### config.mk
export PLATFORM = sky130hd
export DESIGN_NAME = alu_exec_stage_flat
export DESIGN_NICKNAME = d
export VERILOG_FILES = /design/src/rtl/alu_exec_stage_if.sv /design/src/rtl/alu_exec_stage.sv /design/src/flat_wrapper.sv
export SDC_FILE = /design/constraint.sdc
export NUM_CORES = 1
export LEC_CHECK = 0
export CAP_MARGIN = 30
export CORE_MARGIN = 1.5
export CORE_UTILIZATION = 25
export CTS_CLUSTER_SIZE = 16
export DETAILED_ROUTE_END_ITERATION = 6
export GPL_TIMING_DRIVEN = 0
export PLACE_DENSITY = 0.45
export SETUP_SLACK_MARGIN = 0.05
export SLEW_MARGIN = 20
export SYNTH_ARGS = -nofsm -noshare
export SYNTH_HDL_FRONTEND = slang
export SYNTH_SLANG_ARGS = --single-unit
### constraint.sdc
create_clock -name clk -period 2.9 [get_ports clk]
set_input_delay 0.58 -clock clk [delete_from_list [all_inputs] [get_ports clk]]
set_output_delay 0.58 -clock clk [all_outputs]
set_load 0.01 [all_outputs]
### src/rtl/alu_exec_stage_if.sv
// Request/result handshake bundle for the ALU execute stage, plus the PSR load/observe path.
// Slave modport is the stage itself; master modport is whoever issues ops and drains results.
interface alu_exec_stage_if #(
    parameter int WIDTH = 16
);
    logic             in_valid;
    logic             in_ready;
    logic [7:0]       in_opcode;
    logic [WIDTH-1:0] in_a;
    logic [WIDTH-1:0] in_b;
    logic             out_valid;
    logic             out_ready;
    logic [WIDTH-1:0] out_c;
    logic             out_err;
    logic [4:0]       psr;
    logic             psr_load;
    logic [4:0]       psr_in;

    modport slave (
        input  in_valid, in_opcode, in_a, in_b, out_ready, psr_load, psr_in,
        output in_ready, out_valid, out_c, out_err, psr
    );

    modport master (
        output in_valid, in_opcode, in_a, in_b, out_ready, psr_load, psr_in,
        input  in_ready, out_valid, out_c, out_err, psr
    );
endinterface

### src/rtl/alu_exec_stage.sv
// Registered 16-bit ALU execute stage with PSR; 1-cycle accept-to-result latency.
// Backpressure: in_ready = !out_valid || out_ready, so a held result stalls new requests.
module alu_exec_stage #(
    parameter int WIDTH = 16
) (
    input  logic              clk,
    input  logic              reset_n,
    alu_exec_stage_if.slave   bus
);
    localparam logic [7:0] OP_ADD    = 8'h01;
    localparam logic [7:0] OP_ADDI   = 8'h11;
    localparam logic [7:0] OP_ADDU   = 8'h02;
    localparam logic [7:0] OP_ADDUI  = 8'h12;
    localparam logic [7:0] OP_ADDCU  = 8'h03;
    localparam logic [7:0] OP_ADDCUI = 8'h13;
    localparam logic [7:0] OP_SUB    = 8'h04;
    localparam logic [7:0] OP_SUBI   = 8'h14;

    // PSR bit positions: {Carry, Flag, Low, Negative, Zero}
    localparam int PSR_C = 4;

    logic             out_valid_q;
    logic [WIDTH-1:0] out_c_q;
    logic             out_err_q;
    logic [4:0]       psr_q;

    logic [WIDTH-1:0] c_d;
    logic             err_d;
    logic [4:0]       psr_d;
    logic             cin;
    logic [WIDTH:0]   sum_ext;
    logic [WIDTH-1:0] diff;
    logic             accept;

    assign bus.in_ready  = !out_valid_q || bus.out_ready;
    assign accept        = bus.in_valid && bus.in_ready;
    assign bus.out_valid = out_valid_q;
    assign bus.out_c     = out_c_q;
    assign bus.out_err   = out_err_q;
    assign bus.psr       = psr_q;

    assign cin     = ((bus.in_opcode == OP_ADDCU) || (bus.in_opcode == OP_ADDCUI)) ? psr_q[PSR_C] : 1'b0;
    assign sum_ext = {1'b0, bus.in_a} + {1'b0, bus.in_b} + {{WIDTH{1'b0}}, cin};
    assign diff    = bus.in_a - bus.in_b;

    always_comb begin
        c_d   = '0;
        err_d = 1'b0;
        psr_d = 5'b00000;
        unique case (bus.in_opcode)
            OP_ADD, OP_ADDI: begin
                c_d   = sum_ext[WIDTH-1:0];
                psr_d = {1'b0,
                         (bus.in_a[WIDTH-1] == bus.in_b[WIDTH-1]) && (c_d[WIDTH-1] != bus.in_a[WIDTH-1]),
                         1'b0, c_d[WIDTH-1], ~|c_d};
            end
            OP_SUB, OP_SUBI: begin
                c_d   = diff;
                psr_d = {1'b0,
                         (bus.in_a[WIDTH-1] != bus.in_b[WIDTH-1]) && (c_d[WIDTH-1] != bus.in_a[WIDTH-1]),
                         1'b0, c_d[WIDTH-1], ~|c_d};
            end
            OP_ADDU, OP_ADDUI, OP_ADDCU, OP_ADDCUI: begin
                c_d   = sum_ext[WIDTH-1:0];
                psr_d = {sum_ext[WIDTH], 1'b0, 1'b0, 1'b0, ~|c_d};
            end
            default: begin
                err_d = 1'b1;
            end
        endcase
    end

    always_ff @(posedge clk or negedge reset_n) begin
        if (!reset_n) begin
            out_valid_q <= 1'b0;
            out_c_q     <= '0;
            out_err_q   <= 1'b0;
            psr_q       <= 5'b00000;
        end else begin
            if (accept) begin
                out_valid_q <= 1'b1;
                out_c_q     <= c_d;
                out_err_q   <= err_d;
            end else if (bus.out_ready) begin
                out_valid_q <= 1'b0;
            end
            // A recognised op's flags take priority over a same-cycle software load.
            if (accept && !err_d) begin
                psr_q <= psr_d;
            end else if (bus.psr_load) begin
                psr_q <= bus.psr_in;
            end
        end
    end
endmodule

### src/flat_wrapper.sv
// flat-port wrapper written by rule: the top's interface ports become plain ports
module alu_exec_stage_flat 
#(
    parameter int WIDTH = 16
)
  (clk, reset_n, bus_in_valid, bus_in_opcode, bus_in_a, bus_in_b, bus_out_ready, bus_psr_load, bus_psr_in, bus_in_ready, bus_out_valid, bus_out_c, bus_out_err, bus_psr);
  alu_exec_stage_if #(.WIDTH(WIDTH)) bus_i ();
  input  logic clk;
  input  logic reset_n;
  input wire logic [$bits(bus_i.in_valid)-1:0] bus_in_valid;
  input wire logic [$bits(bus_i.in_opcode)-1:0] bus_in_opcode;
  input wire logic [$bits(bus_i.in_a)-1:0] bus_in_a;
  input wire logic [$bits(bus_i.in_b)-1:0] bus_in_b;
  input wire logic [$bits(bus_i.out_ready)-1:0] bus_out_ready;
  input wire logic [$bits(bus_i.psr_load)-1:0] bus_psr_load;
  input wire logic [$bits(bus_i.psr_in)-1:0] bus_psr_in;
  output wire logic [$bits(bus_i.in_ready)-1:0] bus_in_ready;
  output wire logic [$bits(bus_i.out_valid)-1:0] bus_out_valid;
  output wire logic [$bits(bus_i.out_c)-1:0] bus_out_c;
  output wire logic [$bits(bus_i.out_err)-1:0] bus_out_err;
  output wire logic [$bits(bus_i.psr)-1:0] bus_psr;
  assign bus_i.in_valid = bus_in_valid;
  assign bus_i.in_opcode = bus_in_opcode;
  assign bus_i.in_a = bus_in_a;
  assign bus_i.in_b = bus_in_b;
  assign bus_i.out_ready = bus_out_ready;
  assign bus_i.psr_load = bus_psr_load;
  assign bus_i.psr_in = bus_psr_in;
  assign bus_in_ready = bus_i.in_ready;
  assign bus_out_valid = bus_i.out_valid;
  assign bus_out_c = bus_i.out_c;
  assign bus_out_err = bus_i.out_err;
  assign bus_psr = bus_i.psr;
  alu_exec_stage #(.WIDTH(WIDTH)) u_core (.clk(clk), .reset_n(reset_n), .bus(bus_i));
endmodule
**Word-level counts from Yosys, hierarchy flattened**

Index checks and enable logic that the tools add are counted.

- Bits in registers: 23
- Bits in latches: 0
- Memory bits (writable): 0
- Memory bits (read-only): 0
- Output and inout bits: 24
- Memories: 0

- Add/subtract/negate cells: 3
- Multipliers: 0
- Divide/modulo/power cells: 0
- Order comparisons: 0
- Equal/unequal tests: 12
- Shift operators: 0
- Muxes and demuxes: 8
- Bitwise operators: 0
- Reduce and logical (&&, ||, !) cells: 18

Operators with widths:

| operator | number |
|---|---|
| $eq A8 B5 Y1 const B | 4 |
| $pmux W16 S2 | 1 |
| $reduce_or A16 Y1 | 2 |
| $add A16 B16 Y17 | 1 |
| $add A17 B1 Y17 | 1 |
| $eq A8 B2 Y1 const B | 2 |
| $sub A16 B16 Y16 | 1 |
| $pmux W5 S3 | 1 |
| $mux W5 | 2 |
| $eq A8 B1 Y1 const B | 1 |
| $eq A8 B3 Y1 const B | 1 |
| $reduce_or A8 Y1 | 1 |
| $reduce_or A6 Y1 | 1 |
| $logic_and A1 B1 Y1 | 4 |
| $mux W1 | 4 |
| $reduce_bool A2 Y1 | 2 |
| $reduce_or A2 Y1 | 2 |
| $reduce_or A4 Y1 | 1 |
| $logic_not A1 Y1 | 3 |
| $ne A1 B1 Y1 | 3 |
| $logic_or A1 B1 Y1 | 2 |
| $eq A1 B1 Y1 | 1 |

**Logic depth before layout (Yosys ltp)**

Gate-level depths: netlist (run 1).

- Depth after elaboration: 8
- Mapped depth: 15
- Mapped depth without buffers: 15

**Least setup slack after synthesis (run 1)**

No wires, ideal clock.

- Path kind: input -> register
- Start: in bus_in_opcode[5]
- End: reg u_core.out_c_q[14] (netlist: u_core.bus.out_c[14])
- Setup time: 125 ps
- Arrival time: 3366 ps
- Data required time: 2775 ps
- Setup slack: -591 ps
- Stages on the path: 15
- Buffers on the path: 0
- Cells stage by stage: nor4_1 -> and2b_2 -> nand4_1 -> fa_1 -> inv_1 -> fa_1 -> nor2b_1 -> o2111ai_1 -> a31oi_1 -> nor4b_2 -> o31ai_1 -> a21oi_1 -> xnor2_1 -> o22ai_1 -> mux2_2

- Longest elaborated chain between the ends: 5
- Elaborated cells between the ends (all ways): 14
- Those cells by class: add/sub (1); eq/ne (8); mux (2); reduce/logical (3)

RTL lines:

| item | RTL line | RTL |
|---|---|---|
| from (decl) | flat_wrapper.sv:11 | `input wire logic [$bits(bus_i.in_opcode)-1:0] bus_in_opcode;` |
| $eq A8 B2 Y1 or $eq A8 B5 Y1 (tied branches) | alu_exec_stage.sv:42, alu_exec_stage.sv:50 |  |
| $logic_or A1 B1 Y1 | alu_exec_stage.sv:42 | `assign cin = ((bus.in_opcode == OP_ADDCU) \|\| (bus.in_opcode == OP_ADDCUI)) ? psr_q[PSR_C] : 1'b0;` |
| $mux W1 | alu_exec_stage.sv:42 |  |
| $add A17 B1 Y17 | alu_exec_stage.sv:43 | `assign sum_ext = {1'b0, bus.in_a} + {1'b0, bus.in_b} + {{WIDTH{1'b0}}, cin};` |
| $pmux W16 S2 (*) | alu_exec_stage.sv:50 | `unique case (bus.in_opcode)` |
| to (signal assigned) | alu_exec_stage.sv:76 | `out_c_q <= '0;` |
| to (signal assigned) | alu_exec_stage.sv:82 | `out_c_q <= c_d;` |
| to (decl) | alu_exec_stage.sv:23 | `logic [WIDTH-1:0] out_c_q;` |

Every way passes the cells marked *; elsewhere a longest branch is shown, timed or not.
A chain may end at the register's enable or synchronous reset.

**Worst setup path in the final report (run 1)**

- Start: in bus_in_opcode[7]
- End: reg u_core.psr_q[3] (netlist: u_core.bus.psr[3])

- Longest elaborated chain between the ends: 8
- Elaborated cells between the ends (all ways): 21
- Those cells by class: add/sub (1); eq/ne (9); mux (3); reduce/logical (8)

RTL lines:

| item | RTL line | RTL |
|---|---|---|
| $eq A8 B2 Y1 or $eq A8 B5 Y1 (tied branches) | alu_exec_stage.sv:42, alu_exec_stage.sv:50 |  |
| $logic_or A1 B1 Y1 | alu_exec_stage.sv:42 |  |
| $mux W1 | alu_exec_stage.sv:42 |  |
| $add A17 B1 Y17 | alu_exec_stage.sv:43 |  |
| $ne A1 B1 Y1 | alu_exec_stage.sv:54 | `(bus.in_a[WIDTH-1] == bus.in_b[WIDTH-1]) && (c_d[WIDTH-1] != bus.in_a[WIDTH-1]),` |
| $logic_and A1 B1 Y1 | alu_exec_stage.sv:54 |  |
| $pmux W5 S3 | alu_exec_stage.sv:50 |  |
| $mux W5 | alu_exec_stage.sv:88 | `if (accept && !err_d) begin` |
| to (signal assigned) | alu_exec_stage.sv:89 | `psr_q <= psr_d;` |
| to (signal assigned) | alu_exec_stage.sv:91 | `psr_q <= bus.psr_in;` |
| to (decl) | alu_exec_stage.sv:25 | `logic [4:0] psr_q;` |

Parallel ways exist; a longest one is shown, timed or not.

==> results.cfg, run 1 <==
[sta]
finalCritPeriodShare_pct = 118
max-slew-margin-rel_pct = 54.2
rsz0062_at_grt = yes
fin_ws_ns = -0.511
finalSetupViolations = 14
slew_violations = 0
final_hold_viol_count = 0
tightest_slew_ns = 0.681
min_period_ns = 3.41
fmax_mhz = 293
skew_ns = 0.00651

[detailed_routing]
first_pass_iters = 4
wire_per_inst_um = 15.2
ant_nets = 0
vias = 2882
via_per_inst = 4.84
drtIter0Drc = 76
routed_wirelength_um = 9030
drc = 0

[clock_network]
cts_buffer_depth = 2
clkTransAtPathRegs_ns = 0.06
cts_buffers = 3
root_buffer = clkbuf_16
cts_tree = done
htreeDepth = 1
cts_hold_buffers = 0
cts.sink_count = 23
clock_latency_ns = 0.26

[die]
start_util_pct = 26.0
die-area_sq_um = 12100
pin_count = 74
fp.dieW_um = 110
num_rows = 38
fp.dieH_um = 110
core_sq_um = 11000

[logic_synthesis]
yosysSeqAreaShare_pct = 20.1
yosysTopAreaCell = dfrtp_1
syn_nets = 446
ys_seq_elements = 23
synth_cell_types = 61
syn_area_per_cell_sq_um = 7.91
synth_warnings = 0
synth_edf_count = 0
synth.most_common_cell = nor2_1
synthTopCellsByArea = dfrtp_1 20%, ha_1 13%, xnor2_1 6.4%
ys_async_sr_fraction_pct = 100
synth_top_cell_area_share_pct = 20.1
syn_inst = 363
ys_top_cells_by_count = 39 x nor2_1, 32 x inv_1, 30 x ha_1, 28 x nand2_1
synth_ff_type = dfrtp_1
syn_area_sq_um = 2870

[global_route]
grt_pass1_vias = 2822
antenna_found_initial = 0
grt_max_degree = 14
grt_overflow = 0
track_usage_pct = 14.9
grt_pass1_wl_um = 14200

[cells_and_area]
diodes = 0
drive_above_1_share_pct = 17.1
final_util_pct = 38.0
num-nets-final = 539
final_area_sq_um = 4190
syn_to_final_growth_pct = 45.9

[placed_design]
globalplace.congestion = 0.798
postPlaceCellArea_sq_um = 3800
portBuffers = 71
hpwl_um = 7100
pre_cts_slack_ns = -1.46

[worst_hold_path]
hold-path-cell-count = 2
holdPathEnd = u_core.bus.out_c[2]
hp-class = flip-flop to flip-flop
min_from = u_core.bus.out_c[2]

[worst_setup_path]
critPathLaunch = bus_in_opcode[7]
r2r_slack_ns = -0.15
required_ns = 3.03
r2r-end = u_core.bus.out_c[14]
worstSetupPathType = input pin to flip-flop
reg2regPathDepth = 13
critPathArrivalTime_ns = 3.54
worstPathMaxFanout = 2
reg2reg_from = u_core.bus.psr[4]
end_kind = flip-flop
start_kind = input pin

[power_and_ir_drop]
p_int_uw = 856
irDropWorstVdd_uv = 158
power_uw = 1350
swShare_pct = 36.5
p_sw_uw = 492
powerDensity_nw_per_um2 = 322
power_frac_comb_pct = 51.8
seqPwrFrac_pct = 25.8
power_frac_clock_pct = 22.4
power_leakage_uw = 0.00172

[run_status]
status = complete, but fails checks
violations = negative setup slack

[flow_run]
max_cap_viol_count = 0
## worst max path at each step
stage	cells after the start	slack (ns)	endpoint
floorplan	15	-0.40	u_core.bus.out_c[14]
global placement	16	-1.44	u_core.bus.out_c[14]
detailed placement	16	-1.46	u_core.bus.out_c[14]
CTS	16	-0.72	u_core.bus.out_c[14]
global route	16	-0.66	u_core.bus.out_c[14]
finish	16	-0.51	u_core.bus.psr[3]
## sequential cells by signal, indices dropped and copies added, names as in the netlist
register and cells:
u_core.bus.psr 5, u_core.bus.out_valid 1, u_core.bus.out_err 1, u_core.bus.out_c 16
## repair_timing
item | 4_1_cts | 5_1_grt
buffers inserted | 11 | 5
hold endpoints to repair | 0 | 0
resized for setup | 39 | 27
setup endpoints to repair | 17 | 17
pin swaps | 30 | 23
## through the flow
stage                     hold WS (ns)  setup TNS [ns]  std cells
after floorplan                  0.284           -1.53        363
after global placement           0.463          -15.74        574
after detailed placement         0.472          -15.98        575
after CTS                        0.486           -4.58        590
after global routing             0.508           -6.26        595
final                            0.479           -4.21        595
## kinds of logic after synthesis
logic type,count (synthesis),synth area share [%]
fa+ha+maj,33,15.2
flops,23,20.1
xor+xnor,24,7.32
compound gates,112,26.3
mux,5,1.83
buf+inv,47,8.50
simple gates,119,20.8
## cell type report
cell class	instances	area, sq um
Buffer	15	124
Tap cell	140	175
Sequential cell	23	576
Clock buffer	4	78.8
Fill cell	1181	6840
Timing Repair Buffer	88	835
Multi-Input combinational cell	293	2280
Inverter	32	120
## cells in the final DEF (no fill, tap or decap), types with 3 or more instances in the layout
cell type,count
buf_4,16
o21ai_0,18
dfrtp_1,23
ha_1,29
a211oi_1,3
nand2b_1,7
a22oi_1,3
a21oi_2,4
clkdlybuf4s50_1,61
nand2_1,28
nor2_1,37
nor2b_1,3
clkbuf_8,3
xnor2_1,18
buf_6,7
nor3_1,11
dlygate4sd2_1,4
fa_2,3
o211ai_1,4
clkbuf_1,7
o21a_1,5
clkbuf_16,3
mux2i_1,3
xnor2_2,3
xor2_1,3
nor4_1,4
o22ai_1,3
o22a_1,5
nand3_1,5
o21bai_1,3
o31ai_1,3
inv_1,30
o21ai_1,11
a21oi_1,23
## worst max-delay path, stage by stage
cell and delay [ns]:
buf_6 0.09, nor4_4 0.30, and2b_2 0.20, nand4_1 0.15
fa_2 0.39, buf_4 0.14, buf_6 0.11, nor2_4 0.14
o311ai_4 0.11, a22oi_2 0.33, a211oi_4 0.12, o41ai_4 0.37
xnor2_1 0.18, nor3_2 0.06, a31oi_1 0.18, a21oi_1 0.08
## power by group through the flow
stage / logic (uW) / clock network, uW / registers [uW]
after CTS: 657 / 307 / 349
after detailed placement: 604 / 0 / 355
after global routing: 763 / 321 / 350
final: 698 / 302 / 348
after floorplan: 380 / 0 / 361
after global placement: 601 / 0 / 354
## per-layer routing
metal	track usage (%)	routed length, um
met1	20.4	4300
met2	25.9	4270
met3	1.23	409
met4	2.38	44
met5	0	0
Power figures use the tool's default switching activity.
==> inputs of run 2 (changes only) <==
Settings changed: ABC_CLOCK_PERIOD_IN_PS set to 2900, CTS_CLUSTER_DIAMETER set to 40, SLEW_MARGIN 20 to not set.
==> results of run 2 <==
The final DEF is identical to that of run 1; final timing and power are the same.
==> inputs of run 3 (changes only) <==
Settings changed: CORE_UTILIZATION 25 to 37, PLACE_DENSITY 0.45 to 0.63.
==> run 3 against run 2 <==
The run still ends with negative setup slack left. Clock power down 34%. Combinational power decreased by 0.9%. Sequential share of layout area grew 0.23 points. Critical path depth unchanged. Worst hold slack is essentially flat. Die area shrank 32%. First-iteration DRC count grew 86%. Utilization is 18 points higher. Final cell count fell by 6.1%. Sequential power about the same. Final area is 1.6% lower. Fmax up 0.86%. Critical path type unchanged. Critical endpoint is now u_core.bus.out_c[14].
==> results.cfg, run 3 (synthesized netlist as in run 1, its figures left out) <==
[sta]
tightest_slew_ns = 0.733
min_period_ns = 3.38
rsz0062_at_grt = yes
finalCritPeriodShare_pct = 117
finalSetupViolations = 13
slew_violations = 0
fin_ws_ns = -0.482
setup_tns_ns = -3.55
final_hold_viol_count = 0
fmax_mhz = 296
max-slew-margin-rel_pct = 50.7
skew_ns = 0.00169

[clock_network]
clock_latency_ns = 0.26
cts_tree = done
cts_hold_buffers = 0
cts.sink_count = 23
htreeDepth = 1
cts_buffer_depth = 2
clkTransAtPathRegs_ns = 0.08
root_buffer = clkbuf_8
cts_buffers = 3

[worst_setup_path]
cpMaxStageDelayCell = fa_2
worstPathCellList = buf_6 > nor4_4 > and2b_2 > nand4_1 > fa_2 > inv_2 > fa_2 > nor2b_4 > o2111ai_2 > a31oi_4 > nor4b_4 > o31ai_1 > a21oi_1 > xnor2_1 > o22ai_1 > mux2_4
crit_buf_inv = 2
worstSetupPathType = input pin to flip-flop
end_kind = flip-flop
cp_top_family = simple AND/OR/NAND/NOR gates
crit_top_cell = fa_2
required_ns = 3.05
worstPathMaxFanout = 2
critPathArrivalTime_ns = 3.54
max_stage_delay_ns = 0.39
start_kind = input pin
r2r_slack_ns = -0.20

[worst_hold_path]
hp-class = flip-flop to flip-flop

[placed_design]
hpwl_um = 6330
dp.cells = 534
portBuffers = 71
postPlaceCellArea_sq_um = 3760
globalplace.congestion = 0.840

[detailed_routing]
first_pass_iters = 5
routed_wirelength_um = 8080
drtIter0Drc = 141
ant_nets = 0
vias = 2928
wire_per_inst_um = 14.5
drc = 0
via_per_inst = 5.24

[die]
num_rows = 31
pin_count = 74
fp.dieW_um = 91.1
fp.dieH_um = 91.1
die-area_sq_um = 8290
start_util_pct = 38.9
core_sq_um = 7370

[cells_and_area]
final_cell_mix = 62 x clkdlybuf4s50_1, 37 x nor2_1, 31 x inv_1, 30 x ha_1, 27 x nand2_1
final_cells = 559
syn_to_final_growth_pct = 43.5
num-nets-final = 544
diodes = 0
largest_reg_flops = 16
final_common_cell = clkdlybuf4s50_1
drive_above_1_share_pct = 16.7
final_area_sq_um = 4120

[global_route]
grt_overflow = 0
grt_max_degree = 21
antenna_found_initial = 0
track_usage_pct = 20.2
grt_pass1_vias = 2878
grt_pass1_wl_um = 13900

[flow_run]
max_cap_viol_count = 0

[power_and_ir_drop]
seqPwrFrac_pct = 28.0
power_leakage_uw = 0.00173
powerDensity_nw_per_um2 = 301
irDropWorstVdd_uv = 149
p_sw_uw = 467
swShare_pct = 37.7
p_int_uw = 772
power_frac_clock_pct = 16.1
power_frac_comb_pct = 55.9

[run_status]
status = complete, but fails checks
violations = negative setup slack
run 3: layer usage:
metal  GRT usage (%)  wire length [um]  vias up
met3            1.76               380        5
met2            35.0              3780       80
met4            3.65                59        0
li1                -                 -     1479
met1            27.6              3860     1364
met5               0                 0        -
run 3: what timing repair did:
item | 4_1_cts | 5_1_grt
setup buffers | 17 | 5
pin swaps | 38 | 25
setup endpoints to repair | 17 | 16
resized for setup | 41 | 18
run 3: through the flow:
stage	utilization (%)	setup WS (ns)	total power, uW	hold slack (ns)
2_1_floorplan	-	-0.396	741	0.284
3_3_place_gp	50.7	-1.36	942	0.462
3_5_place_dp	51.1	-1.35	951	0.470
4_1_cts	54.8	-0.611	1210	0.488
5_1_grt	55.9	-0.634	1330	0.514
6_report	55.9	-0.482	1240	0.479
run 3: worst min-delay path, delay by kind of cell (launching register included):
family	cells	cell delay (ns)
AOI/OAI and AO/OA	1	0.06
and+or+nand+nor	1	0.04
DFF	1	0.35
run 3: power groups by stage:
| stage | logic (uW) | registers, uW | clock network (uW) |
|---|---|---|---|
| 2_1_floorplan | 380 | 361 | 0 |
| 3_3_place_gp | 588 | 353 | 0 |
| 3_5_place_dp | 597 | 354 | 0 |
| 4_1_cts | 663 | 348 | 203 |
| 5_1_grt | 758 | 350 | 225 |
| 6_report | 692 | 347 | 200 |
run 3: worst paths after layout:
kind / depth (start not counted) / from / endpoint
min: 2 / u_core.bus.out_c[9] / u_core.bus.out_c[9]
min reg2reg: 2 / u_core.bus.out_c[9] / u_core.bus.out_c[9]
max in group asynchronous: 2 / reset_n / u_core.bus.psr[3]
min in group asynchronous: 1 / reset_n / u_core.bus.out_c[2]
max reg2reg: 13 / u_core.bus.psr[4] / u_core.bus.out_c[14]
max: 16 / bus_in_opcode[7] / u_core.bus.out_c[14]
run 3: area by class of cell:
| type | instances | area [sq um] |
|---|---|---|
| fill | 701 | 3250 |
| multi-input combinational | 293 | 2240 |
| timing repair buffer | 93 | 893 |
| sequential | 23 | 576 |
| buffer | 15 | 124 |
| tap | 99 | 124 |
| inverter | 32 | 120 |
| clock buffer | 4 | 45.0 |
